==> config.mk <==
export PLATFORM = sky130hd
export DESIGN_NAME = mul_add
export DESIGN_NICKNAME = d
export VERILOG_FILES = /design/src/rtl/mul_add.sv
export SDC_FILE = /design/constraint.sdc
export NUM_CORES = 1
export LEC_CHECK = 0
export ABC_AREA = 1
export CORE_ASPECT_RATIO = 1.4
export CORE_MARGIN = 5
export CORE_UTILIZATION = 58
export DETAILED_ROUTE_END_ITERATION = 8
export PLACE_DENSITY = 0.85
export SYNTH_ARGS = -nofsm -noshare
export SYNTH_HDL_FRONTEND = slang
export SYNTH_SLANG_ARGS = --single-unit
==> constraint.sdc <==
create_clock -name vclk -period 6
set_input_delay 0.9 -clock vclk [all_inputs]
set_output_delay 0.9 -clock vclk [all_outputs]
set_load 0.02 [all_outputs]
==> src/rtl/mul_add.sv <==
// Signed gated-add / Baugh-Wooley multiply unit with full-width and wrapped results.
// Define MUL_ADD_REG_EN to register Out/Prod/Ovf (1-cycle latency); otherwise purely combinational.
module mul_add #(
  parameter int WIDTH = 8
) (
  input  logic                      Clock,
  input  logic                      nReset,
  input  logic signed [WIDTH-1:0]   A,
  input  logic signed [WIDTH-1:0]   B,
  input  logic                      EnA,
  input  logic                      EnB,
  input  logic                      Mul,
  output logic signed [WIDTH-1:0]   Out,
  output logic signed [2*WIDTH-1:0] Prod,
  output logic                      Ovf
);

  localparam int PW = 2 * WIDTH;
  // Baugh-Wooley constant: +2^WIDTH and +2^(2*WIDTH-1) compensate the inverted sign-row terms.
  localparam logic [PW-1:0] BW_CORR = (PW'(1) << WIDTH) | (PW'(1) << (PW - 1));

  function automatic logic add_ovf(input logic sign_a, input logic sign_b, input logic sign_o);
    return (sign_a == sign_b) && (sign_o != sign_a);
  endfunction

  function automatic logic mul_ovf(input logic [PW-1:0] p);
    return !((&p[PW-1:WIDTH-1]) || !(|p[PW-1:WIDTH-1]));
  endfunction

  logic [PW-1:0]              pp [WIDTH];
  logic [PW-1:0]              mul_acc;
  logic signed [WIDTH-1:0]    term_a;
  logic signed [WIDTH-1:0]    term_b;
  logic signed [WIDTH:0]      add_sum;
  logic signed [PW-1:0]       add_prod;
  logic signed [PW-1:0]       prod_p0;
  logic signed [WIDTH-1:0]    out_p0;
  logic                       ovf_p0;

  // Partial-product rows; bits pairing exactly one sign bit are inverted.
  always_comb begin
    for (int i = 0; i < WIDTH; i++) begin
      pp[i] = '0;
      for (int j = 0; j < WIDTH; j++) begin
        pp[i][i+j] = (A[j] & B[i]) ^ ((i == WIDTH - 1) != (j == WIDTH - 1));
      end
    end
  end

  always_comb begin
    mul_acc = BW_CORR;
    for (int i = 0; i < WIDTH; i++) begin
      mul_acc = mul_acc + pp[i];
    end
  end

  assign term_a   = EnA ? A : '0;
  assign term_b   = EnB ? B : '0;
  assign add_sum  = {term_a[WIDTH-1], term_a} + {term_b[WIDTH-1], term_b};
  assign add_prod = {{(WIDTH-1){add_sum[WIDTH]}}, add_sum};

  // Stage p0: combinational result select
  always_comb begin
    prod_p0 = Mul ? signed'(mul_acc) : add_prod;
    out_p0  = prod_p0[WIDTH-1:0];
    ovf_p0  = Mul ? mul_ovf(mul_acc)
                  : add_ovf(term_a[WIDTH-1], term_b[WIDTH-1], add_sum[WIDTH-1]);
  end

`ifdef MUL_ADD_REG_EN
  logic signed [PW-1:0]    prod_p1;
  logic signed [WIDTH-1:0] out_p1;
  logic                    ovf_p1;

  // Stage p1: output register, reset wins over capture
  always_ff @(posedge Clock) begin
    if (nReset) begin
      prod_p1 <= '0;
      out_p1  <= '0;
      ovf_p1  <= 1'b0;
    end else begin
      prod_p1 <= prod_p0;
      out_p1  <= out_p0;
      ovf_p1  <= ovf_p0;
    end
  end

  assign Prod = prod_p1;
  assign Out  = out_p1;
  assign Ovf  = ovf_p1;
`else
  logic unused_clk_rst;
  assign unused_clk_rst = Clock ^ nReset;

  assign Prod = prod_p0;
  assign Out  = out_p0;
  assign Ovf  = ovf_p0;
`endif

endmodule

==> results.yml <==
outcome:
  run_status: "finished, final reports clean"
worst_setup_path:
  timing.critical_path.cells: "clkdlybuf4s50_1, nand2_1, inv_1, fa_1, fa_1, fa_1, ha_4, ha_4, fa_2, nand2_1, nand2_4, nand3_4, nand3_1, nor2_1, nand2_1, nor2_2, nand4_1, nand3_1, nand2_1, buf_4"
  setup.worst_path.class: "input pin to primary output"
  crit_fanout: 4
  cp-end-kind: "primary output"
  cp_data_arrival_time_ns: 4.95
  critPathRequiredTime_ns: 5.10
  critical-path-max-stage-delay_ns: 0.59
  path_common_cell: "sky130_fd_sc_hd__nand2_1"
  slowest_stage: "sky130_fd_sc_hd__fa_1"
  setup.worst_path.start_class: "input pin"
global_route:
  grt-ovfl-total: 0
  largest_net_degree_at_the_start_of_global_routing: 21
  grt_pass1_vias: 3573
  grt_antenna_before_repair: 0
  grt_pass1_wl_mm: 14.8
  global_route_usage_over_all_layers_pct: 26.6
power:
  p_per_area_nw_per_um2: 417
  max-vdd-ir-drop_mv: 0.307
  design_power_total_mw: 1.61
  leakage_nw: 2.54
finish:
  syn2layout_area_growth_pct: 27.7
  layout-drive-gt1-share_pct: 16.4
  n_antenna_cell: 0
  seq_cell_count: 0
  finish.utilization_pct: 75.3
  layout.cells.most_common_list: "sky130_fd_sc_hd__nand2_1 (177), sky130_fd_sc_hd__inv_1 (125), sky130_fd_sc_hd__buf_4 (47)"
  number_of_clock_buffers_in_the_layout: 0
  filler_cell_count: 392
  nets: 662
  mostFrequentLayoutCell: "sky130_fd_sc_hd__nand2_1"
  area_used_by_sequential_logic_in_the_layout_um2: 0
timing:
  setup-violations-final: 0
  max-slew-margin-rel_pct: 52.1
  fin_tns_setup_ns: 0
  final-max-slew-violation-count: 0
  fmax_mhz: 171
  min_period_ns: 5.85
  timing_hold_violations_final: 0
  worst_pin_slew_ns: 0.716
  fin_crit_sh_pct: 97.4
logic_synthesis:
  synth.top_cell.area_share_pct: 25.8
  muxShareOfSynthArea_pct: 0
  fraction_of_the_mapped_netlist_area_in_compound_gates_pct: 4.31
  yosys.area_share.simple_pct: 32.6
  yosysSeqAreaShare_pct: 0
  syn_inst: 499
  synth.top_cells.by_area: "sky130_fd_sc_hd__fa_1 (26%), sky130_fd_sc_hd__nand2_1 (23%), sky130_fd_sc_hd__ha_1 (16%)"
  mappedNetlistNets: 598
  area_share_of_xor_xnor_cells_in_the_synthesized_design_pct: 0.870
  synthDominantAreaCellType: "sky130_fd_sc_hd__fa_1"
  fraction_of_the_mapped_netlist_area_in_adder_cells_pct: 42.0
  synth_top_family_by_area: "adder cells"
  syn_area_cell_um2: 6.05
  synth_area_um2: 3020
  ys_types: 25
  ys.warnings.count: 0
detailed_routing:
  detailedRoute.firstIterationViolations: 219
  detail_route.vias_per_cell: 5.25
  vias: 3291
  dr.pass1.iters: 5
  wire_per_inst_um: 13.8
  drt-total-wl_mm: 8.64
  final_routed_drc_violation_total: 0
  ant_nets: 0
die:
  initial_core_utilization_pct: 59.0
  chipHeight_um: 95.4
  fp.dieArea_um2: 6770
  num_rows: 31
  core_region_area_um2: 5120
  chipWidth_um: 71.0
  num_io_pins: 46
placed_design:
  post-dp-hpwl_mm: 7.11
  gp_routability_congestion: 0.926
  numPortBuffers: 44
run:
  max_cap_viol_count: 0
clock_tree:
  cts_hold_buffers: 0
hold_path:
  min_path_type: "input pin to primary output"
==> final cells by class <==
| type | instances | area [µm²] | share of cell area [%] |
|---|---|---|---|
| inverter | 127 | 477 | 12.4 |
| tap | 66 | 82.6 | 2.14 |
| timing repair buffer | 90 | 736 | 19.1 |
| multi-input combinational | 344 | 2560 | 66.4 |
==> critical path: cells and delay by family <==
kind	cells	cell delay [ns]
fa+ha+maj	6	2.34
buf+inv	3	0.72
simple gates	11	0.99
==> final timing paths <==
path / from / to / slack (ns) / cells after the start
max: B[0] / Ovf / 0.15 / 20
min: A[7] / Ovf / 2.64 / 8
==> synth_stat cells (all sizes together) <==
master / n
clkbuf: 20
fa: 39
a21o: 1
a211oi: 1
xor2: 2
or2: 2
ha: 39
a22oi: 1
nor2: 19
nor3: 2
inv: 127
buf: 8
nand3: 26
xnor2: 1
nand4: 7
nand2: 185
o21ai: 8
and2: 1
a21oi: 10
==> report_power, final <==
group          internal (mW)  switching, mW
combinational          0.719          0.891
sequential                 0              0
clock                      0              0
total                  0.719          0.891
==> what timing repair did <==
action,in CTS,in global routing
setup buffers,0,0
setup endpoints to repair,13,13
resized for setup,45,47
pin swaps,4,20
==> through the flow <==
step | setup slack [ns] | instance area (µm²) | hold WS [ns] | cells
after floorplan | 0.454 | 3020 | 2.06 | 499
after global placement | -0.593 | 3750 | 3.08 | 627
after detailed placement | -0.677 | 3750 | 3.08 | 627
after CTS | -0.0862 | 3780 | 2.90 | 627
after global routing | -0.0375 | 3860 | 2.74 | 627
final | 0.155 | 3860 | 2.64 | 627
==> cells by family (layout without fill, tap and decap cells) <==
| kind of cell | count (synthesis) | in the layout |
|---|---|---|
| adder cells (fa/ha/maj) | 78 | 78 |
| XOR/XNOR | 3 | 3 |
| AO/OA/AOI/OAI | 21 | 21 |
| AND/OR/NAND/NOR | 242 | 242 |
| buffers and inverters | 155 | 217 |
==> metal layers <==
metal	wire, µm	GRT usage (%)
met3	431	2.00
met5	0	0
met4	456	11.3
met1	2970	27.5
met2	4790	53.6
Power figures use the tool's default switching activity.
